### src/rtl/snn_pkg.sv
// snn_pkg: shared types, widths and timestep encoding for the spike path.
package snn_pkg;
   typedef enum logic {IDLE, COLLECT} collector_state_t;
   localparam int MAX_TIMESTEPS_DEFAULT = 16;
   localparam int SPK_CNT_W = 5;
   function automatic logic [3:0] ts_last(input logic [3:0] num_timesteps);
      return (num_timesteps == 4'd0) ? 4'd15 : num_timesteps - 4'd1;
   endfunction
endpackage

### src/rtl/spike_rec_fifo.sv
// spike_rec_fifo: synchronous record FIFO with level and simultaneous push/pop.
module spike_rec_fifo #(
   parameter int WIDTH = 8,
   parameter int DEPTH = 4
) (
   input  logic                     clk,
   input  logic                     rst,
   input  logic                     push_i,
   input  logic [WIDTH-1:0]         data_i,
   input  logic                     pop_i,
   output logic [WIDTH-1:0]         data_o,
   output logic                     full_o,
   output logic                     empty_o,
   output logic [$clog2(DEPTH):0]   level_o
);
   localparam int AW = $clog2(DEPTH);
   logic [WIDTH-1:0] mem_q [DEPTH];
   logic [AW-1:0] wr_q, rd_q;
   logic [AW:0] level_q, level_d;
   logic do_push, do_pop;
   always_comb begin
      do_push = push_i && !full_o;
      do_pop  = pop_i && !empty_o;
      level_d = level_q + (AW+1)'(do_push) - (AW+1)'(do_pop);
   end
   always_ff @(posedge clk) begin
      if (rst) begin
         wr_q    <= '0;
         rd_q    <= '0;
         level_q <= '0;
      end else begin
         if (do_push) begin
            mem_q[wr_q] <= data_i;
            wr_q        <= wr_q + 1'b1;
         end
         if (do_pop) rd_q <= rd_q + 1'b1;
         level_q <= level_d;
      end
   end
   assign data_o  = mem_q[rd_q];
   assign full_o  = level_q == (AW+1)'(DEPTH);
   assign empty_o = level_q == '0;
   assign level_o = level_q;
endmodule

### src/rtl/spike_collector.sv
// spike_collector: packs per-timestep PE spikes into per-PE trains and counts,
// queuing each finished record for writeback and backpressuring the cu.
module spike_collector
   import snn_pkg::*;
#(
   parameter int NUM_PES       = 9,
   parameter int MAX_TIMESTEPS = MAX_TIMESTEPS_DEFAULT,
   parameter int FIFO_DEPTH    = 4
) (
   input  logic                           clk,
   input  logic                           rst,
   input  logic                           start,
   input  logic                           clear,
   input  logic [3:0]                     num_timesteps,
   input  logic                           spike_valid,
   input  logic [NUM_PES-1:0]             output_spikes,
   output logic                           spike_ready,
   output logic                           out_valid,
   input  logic                           out_ready,
   output logic [NUM_PES*MAX_TIMESTEPS-1:0] out_train,
   output logic [NUM_PES*SPK_CNT_W-1:0]   out_count,
   output logic                           busy,
   output logic [$clog2(FIFO_DEPTH):0]    fifo_level
);
   localparam int TW = NUM_PES*MAX_TIMESTEPS;
   localparam int CW = NUM_PES*SPK_CNT_W;
   collector_state_t state_q, state_d;
   logic [3:0] t_q, t_d, nts_q, nts_d, last;
   logic [TW-1:0] train_q, train_d, train_upd, head_train;
   logic [CW-1:0] count_q, count_d, count_upd, head_count;
   logic accept, push, restart, fifo_full, fifo_empty;
   always_comb begin
      last      = ts_last(nts_q);
      train_upd = train_q;
      count_upd = count_q;
      for (int i = 0; i < NUM_PES; i++) begin
         train_upd[i*MAX_TIMESTEPS + int'(t_q)] = output_spikes[i];
         count_upd[i*SPK_CNT_W +: SPK_CNT_W] = count_q[i*SPK_CNT_W +: SPK_CNT_W] + SPK_CNT_W'(output_spikes[i]);
      end
      // no bypass: the final timestep waits for a slot freed on an earlier edge
      spike_ready = (state_q == COLLECT) && !(t_q == last && fifo_full);
      accept      = spike_valid && spike_ready && !start && !clear;
      push        = accept && t_q == last;
      restart     = start || clear || push;
      state_d     = clear ? IDLE : start ? COLLECT : state_q;
      nts_d       = (start && !clear) ? num_timesteps : nts_q;
      t_d         = restart ? 4'd0 : accept ? t_q + 4'd1 : t_q;
      train_d     = restart ? '0 : accept ? train_upd : train_q;
      count_d     = restart ? '0 : accept ? count_upd : count_q;
   end
   always_ff @(posedge clk) begin
      if (rst) begin
         state_q <= IDLE;
         t_q     <= '0;
         nts_q   <= '0;
         train_q <= '0;
         count_q <= '0;
      end else begin
         state_q <= state_d;
         t_q     <= t_d;
         nts_q   <= nts_d;
         train_q <= train_d;
         count_q <= count_d;
      end
   end
   spike_rec_fifo #(.WIDTH(TW+CW), .DEPTH(FIFO_DEPTH)) u_fifo (
      .clk    (clk),
      .rst    (rst),
      .push_i (push),
      .data_i ({train_upd, count_upd}),
      .pop_i  (out_valid && out_ready),
      .data_o ({head_train, head_count}),
      .full_o (fifo_full),
      .empty_o(fifo_empty),
      .level_o(fifo_level)
   );
   assign out_valid = !fifo_empty;
   assign out_train = fifo_empty ? '0 : head_train;
   assign out_count = fifo_empty ? '0 : head_count;
   assign busy      = state_q == COLLECT;
endmodule

### config.mk
export PLATFORM = sky130hd
export DESIGN_NAME = spike_collector
export DESIGN_NICKNAME = d
export VERILOG_FILES = /design/src/rtl/snn_pkg.sv /design/src/rtl/spike_rec_fifo.sv /design/src/rtl/spike_collector.sv
export SDC_FILE = /design/constraint.sdc
export NUM_CORES = 1
export LEC_CHECK = 0
export CAP_MARGIN = 30
export CORE_UTILIZATION = 60
export CTS_CLUSTER_SIZE = 8
export DETAILED_ROUTE_END_ITERATION = 7
export DONT_BUFFER_PORTS = 1
export MAX_ROUTING_LAYER = met4
export PLACE_DENSITY = 0.76
export SLEW_MARGIN = 10
export SYNTH_ARGS = -nofsm -noshare
export SYNTH_HDL_FRONTEND = slang
export SYNTH_SLANG_ARGS = --single-unit
### constraint.sdc
create_clock -name clk -period 10.5 [get_ports clk]
set_input_delay 2.1 -clock clk [delete_from_list [all_inputs] [get_ports clk]]
set_output_delay 2.1 -clock clk [all_outputs]
set_load 0.005 [all_outputs]
==> results of run 1 <==
## how the worst max path moves through the flow
stage	start	end	slack (ns)	cells after the start
2_1_floorplan	clear	u_fifo.mem_q[0][0]	2.39	7
3_3_place_gp	clear	u_fifo.mem_q[1][63]	4.33	9
3_5_place_dp	clear	u_fifo.mem_q[1][33]	4.29	9
4_1_cts	flop	out_train[2]	4.37	5
5_1_grt	flop	out_train[2]	4.21	5
6_report	flop	out_train[2]	4.53	5
## metrics by stage
step           instance area (µm²)  setup slack, ns
6_report                     43540            4.529
5_1_grt                      43540            4.211
4_1_cts                      43320            4.371
3_5_place_dp                 39250            4.285
3_3_place_gp                 39070            4.328
2_1_floorplan                38320            2.391
## cells in the final DEF, fill, tap and decap left out, types with 5 or more instances in the layout
cell type  instances
edfxtp_1         756
nand2_1          216
dfxtp_1          205
and2_1           191
mux4_2           189
mux2_2           144
o22ai_1          144
clkbuf_16        139
clkbuf_1         101
o21ai_0           44
nand4_1           39
ha_1              30
buf_4             25
nand3_1           23
xnor2_1           23
nor2_1            20
xor2_1            11
inv_1             10
a31oi_1           10
a211oi_4           9
buf_16             9
a211oi_2           7
o311ai_0           6
buf_8              6
diode_2            5
nor2b_1            5
nand3b_1           5
nor3_1             5
inv_6              5
## metal layers
metal | up-vias | track usage | wire [µm]
li1 | 8981 | - | -
met1 | 10940 | 0.3991 | 36030
met2 | 1160 | 0.4508 | 45120
met3 | 198 | 0.05879 | 8170
met4 | 0 | 0.1206 | 3215
met5 | - | - | 0
## flip-flops by register name, indices dropped and copies added (netlist names), named ones only
register and count:
busy 1, count_q 45, nts_q 4, t_q 4
train_q 144, u_fifo.level_o 3, u_fifo.mem_q 756, u_fifo.rd_q 2
u_fifo.wr_q 2
## power by group through the flow
stage,logic (mW),clock network [mW],registers (mW)
CTS,1.71,4.17,4.14
global route,1.84,4.32,4.14
floorplan,1.34,0,4.16
detailed placement,1.70,0,4.21
global placement,1.63,0,4.24
finish,1.69,4.12,4.14
## cell families (layout without fill, tap and decap cells)
| kind of cell | Yosys count | in the layout |
|---|---|---|
| flops | 963 | 963 |
| buf+inv | 164 | 309 |
| mux | 336 | 336 |
| simple gates | 519 | 519 |
| other cells | 0 | 5 |
| fa+ha+maj | 31 | 31 |
| compound gates | 232 | 232 |
| xor+xnor | 36 | 36 |
## worst max-delay path: stages, from the launching register on
cell,delay [ns]
dfxtp_4,0.66
buf_16,0.29
buf_4,0.57
buf_4,0.66
mux4_2,0.67
and2_1,0.21
## cell type report
cell class | instances | area share
Clock buffer | 240 | 0.08859
Timing Repair Buffer | 45 | 0.01417
Sequential cell | 963 | 0.6167
Inverter | 10 | 0.0008620
Antenna cell | 5 | 0.0002873
Clock inverter | 14 | 0.005028
Tap cell | 846 | 0.02431
Multi-Input combinational cell | 1154 | 0.2501
==> results.md, run 1 <==
- FF+latch area: 26850 µm²
- Largest net degree at the start of global routing: 232
- Worst skew pair latency: 0.72 ns
- Worst vdd ir: 230.9 µV
- Hold_buf cts: 0
- Async set-reset flop share out of synthesis: 0
- Post-Place Cells: 3008
- Initial antenna violation count: 6
- Power Density: 228.4 nW/µm²
- Psw: 2.543 mW
- Main synth FF type: edfxtp_1
- Most frequent cells after synthesis: edfxtp_1, nand2_1, dfxtp_1
- Crit path DAT: 3.87 ns
- Worst Path Max Fanout: 32
- Root Buffer: clkbuf_16
- Multiplexer area fraction after synthesis: 0.1542
- Total gr overflow: 0
- Max-slew violations: 0
- Status: complete, no violations
- Final hold slack: 0.4683 ns
- DRC: 0
- Post-synth EDFFs: 756
- Crit start category: flop
- Period minus WS final: 5.971 ns
- Flop pwr share: 0.416
- Number of synthesized register bits: 963
- Hold EP: count_q[40]
- Core Area: 63080 µm²
- Setup violators final: 0
- Longest Clk Path Bufs: 3
- Total number of vias: 21280
- Count leader, synth: edfxtp_1
- Fraction of layout cells with a size suffix above 1: 0.2329
- RSZ-0062 raised after global routing: false
- Setup Buffers After CTS: 0
- Clk slew on worst S/H paths: 0.05 ns
- Die Footprint: 64870 µm²
- All-layer global routing usage: 0.2973
- Area of the multi-input gates: 10890 µm²
- TritonRoute pass-1 iters: 6
- Leak: 14.27 nW
- Req. time, crit path: 8.40 ns
- Int Pwr: 7.402 mW
- Endpoint of the worst-slack reg-to-reg timing path: u_fifo.mem_q[0][121]
- # port buffers: 0
- Row count: 92
- Clock share of power: 0.414
- Filler cell count: 4011
- R2R depth: 10
- Syn_nets: 2331
- Fmax achieved: 0.1675 GHz
- Iter 0 DRT Violations: 2430
- Synth Area in Compound Gates: 0.04128
- Via density: 6.493
- Post-Route WL: 92.53 mm
- Setup TNS: 0 ns
- Die H: 254.7 µm
- GP Congestion: 0.8002
- H-tree depth: 4
- HPWL after DPL: 52.29 mm
- ANT nets after route: 0
- Fin util: 0.6903
- Combinational power share: 0.170
- Fin cells: 3277
- Post-Syn Area: 38320 µm²
- Horiz. Die Dim: 254.7 µm
- MaxCap Viol Count: 0
- Post-Synth XOR/XNOR Area: 0.008229
- Yosys warnings: 0
- First-pass GRT wire length: 134.6 mm
- Area delta synth->final: 13.65%
- Post-synthesis sequential area ratio: 0.7006
- Final Hold Viols: 0
- Total design power: 9.945 mW
- Post-Synthesis Cells: 2281
- HP Start: count_q[40]
- Vias in the first global route: 20900
- Adder-cell share of the synthesized area: 0.01032
- Largest family of logic cells by synthesized area: multiplexers
- Flop2flop setup slack: 5.41 ns
- Crit end category: output pin
- Leading cell types by total area after synthesis: edfxtp_1, mux4_2, dfxtp_1
- Avg WL per Cell: 28.24 µm
- Critical path class: reg2out
- Initial core utilization: 0.6074
- Sw frac: 0.2557
- Min-Delay Path Depth: 2
- Hold Crit Class: reg2reg
- Synth Area in Simple Gates: 0.06841
- PostCTS Resize Cnt: 0
- Clk_skew: 0.02089 ns
- CTS tree: yes
- Slew headroom: 0.2355
- Clk sinks: 963
- Worst Max-Slew Pin Slew: 1.147 ns
- Largest area contributor in the netlist: edfxtp_1
- # IOs: 214
- Worst R2R Start: nts_q[0]
- Final period utilization: 0.5686
- Synth top area share: 0.5925
- Synth cell types: 41
- Synth Area per Inst: 16.80 µm²
- Clock buffer count from CTS: 138
- Nets: 2362
Power figures use the tool's default switching activity.
==> inputs of run 2 (changes only) <==
Settings changed: CORE_UTILIZATION 60 to 57, PLACE_DENSITY 0.76 to 0.75.
Clock period 10.5 ns to 5.31 ns, I/O delays scaled along.
==> run 2 against run 1 <==
  * The run now ends with DRC left
  * Combinational power grew 100%
  * Final cell count shrank 0.12%
  * Setup slack lost 3.2 ns
  * Flip-flop and latch count is the same
  * Clock power grew 96%
  * Core utilization shrank 3.3 points
  * Critical path depth grew 2
  * Non-clock buffer count is the same
  * Global-route usage shrank 1.7 points
  * Clock skew grew 0.0050 ns
  * Total power grew 98%
  * Critical path type unchanged
  * Largest cell class unchanged
==> results.md, run 2 (same netlist as run 1, synthesis figures left out) <==
- Delay-heaviest family, CP: simple AND/OR/NAND/NOR gates
- Power Density: 452.3 nW/µm²
- Hold Crit Class: in2reg
- Core Area: 66100 µm²
- Critical-path top delay cell: xnor2_2
- Crit start category: flop
- Combinational power share: 0.173
- Final Hold Viols: 0
- Longest Clk Path Bufs: 3
- FF+latch area: 26850 µm²
- Placed inst area: 39330 µm²
- Setup Buffers After CTS: 0
- Setup violators final: 0
- Clk_skew: 0.02591 ns
- TritonRoute pass-1 iters: 8
- Total number of vias: 20970
- Post-Route WL: 91.51 mm
- Final hold slack: 0.3988 ns
- Filler cell count: 4346
- Most frequent cells in the layout: edfxtp_1, nand2_1, dfxtp_1
- Worst R2R Start: nts_q[0]
- Max reg flops: 756
- Flop pwr share: 0.416
- Req. time, crit path: 4.25 ns
- Final Cell Area: 43460 µm²
- Hold_buf cts: 0
- Status: complete, but fails checks
- Largest net degree at the start of global routing: 232
- Leak: 14.04 nW
- R2R depth: 9
- Failing checks: DRC
- Commonest non-fill, non-tap cell in the layout: edfxtp_1
- Die Footprint: 68260 µm²
- Vias in the first global route: 21110
- Initial antenna violation count: 3
- H-tree depth: 4
- Total design power: 19.65 mW
- GP Congestion: 0.8251
- Clock share of power: 0.411
- Iter 0 DRT Violations: 2281
- Period minus WS final: 4.013 ns
- Clock buffer count from CTS: 138
- PostCTS Resize Cnt: 0
- Post-Place Cells: 3031
- CP peak stage delay: 0.64 ns
- Total gr overflow: 0
- Min-Delay Path Depth: 1
- Initial core utilization: 0.5797
- Crit end category: output pin
- Endpoint of the worst-slack reg-to-reg timing path: u_fifo.mem_q[3][63]
- Hold EP: u_fifo.level_o[1]
- Most flops, register: u_fifo.mem_q
- Max-slew violations: 0
- Largest regs: u_fifo.mem_q x756, train_q x144, count_q x45
- Root Buffer: clkbuf_16
- Sw frac: 0.2596
- Nets: 2362
- Critical path class: reg2out
- MaxCap Viol Count: 0
- Avg WL per Cell: 27.96 µm
- Fin util: 0.6574
- Area delta synth->final: 13.41%
- Clk sinks: 963
- Fin cells: 3273
- Horiz. Die Dim: 261.3 µm
- Flop2flop setup slack: 1.52 ns
- RSZ-0062 raised after global routing: false
- # IOs: 214
- Row count: 94
- Setup Slack @ Placement: 1.243 ns
- Die H: 261.3 µm
- HP Start: rst
- # port buffers: 0
- Critical path cell sequence: inv_1 -> ha_1 -> nor2_1 -> a21oi_1 -> xnor2_2 -> and4_2 -> nor2b_1
- Fin worst setup slack: 1.297 ns
- All-layer global routing usage: 0.2807
- Worst vdd ir: 456.6 µV
- Worst skew pair latency: 0.72 ns
- Fraction of layout cells with a size suffix above 1: 0.2339
- DRC: 30
- Setup TNS: 0 ns
- CTS tree: yes
- Via density: 6.408
- HPWL after DPL: 54.11 mm
- Crit path DAT: 2.95 ns
- First-pass GRT wire length: 135.0 mm
- ANT nets after route: 0
- Area of the multi-input gates: 10870 µm²
- Clk slew on worst S/H paths: 0.05 ns
- Psw: 5.102 mW
- Int Pwr: 14.55 mW
- Worst Max-Slew Pin Slew: 1.349 ns
- Slew headroom: 0.1010
- Worst Path Max Fanout: 14
- Final period utilization: 0.7558
- CP Buf/Inv Count: 1
- Fmax achieved: 0.2492 GHz
run 2: cell types whose count changed in the layout (fill, tap and decap cells not counted), sizes merged:
cell,previous run,this run
clkinvlp,0,1
clkinv,4,7
diode,5,2
clkbuf,240,222
inv,19,15
bufinv,1,0
run 2: worst max path at each step:
| stage | startpoint | endpoint | depth (start not counted) |
|---|---|---|---|
| after detailed placement | clear | u_fifo.mem_q[3][64] | 8 |
| after CTS | u_fifo.level_o[1] | out_train[91] | 3 |
| after global placement | clear | u_fifo.mem_q[3][165] | 8 |
| after global routing | flop | out_count[35] | 3 |
| final | nts_q[0] | spike_ready | 7 |
| after floorplan | clear | u_fifo.mem_q[0][0] | 7 |
run 2: worst reg2reg max path: cells and delay by family (launching register included):
family / cells / cell delay [ns]
AO/OA/AOI/OAI: 1 / 0.11
XOR/XNOR: 1 / 0.64
adder cells (fa/ha/maj): 1 / 0.21
buffers and inverters: 2 / 0.51
flip-flops: 1 / 0.39
AND/OR/NAND/NOR: 4 / 1.50
run 2: layout make-up:
type	count	share of cell area
clock inverter	13	0.004693
clock buffer	222	0.08770
tap	864	0.02488
timing repair buffer	45	0.01356
antenna	2	0.0001152
sequential	963	0.6180
inverter	10	0.0008638
multi-input combinational	1154	0.2502
run 2: routing by layer:
metal | vias up | GRT usage | wire [µm]
met3 | 160 | 0.05004 | 6637
met1 | 10890 | 0.3842 | 37510
met4 | 0 | 0.09706 | 2567
met2 | 982 | 0.4281 | 44800
li1 | 8941 | - | -
met5 | - | - | 0
run 2: power by group through the flow:
stage                     sequential (mW)  clock (mW)  combinational (mW)
after detailed placement             8.33           0                3.46
after CTS                            8.19        8.16                3.48
after global routing                 8.19        8.49                3.71
after global placement               8.33           0                3.41
after floorplan                      8.23           0                2.65
final                                8.18        8.07                3.40
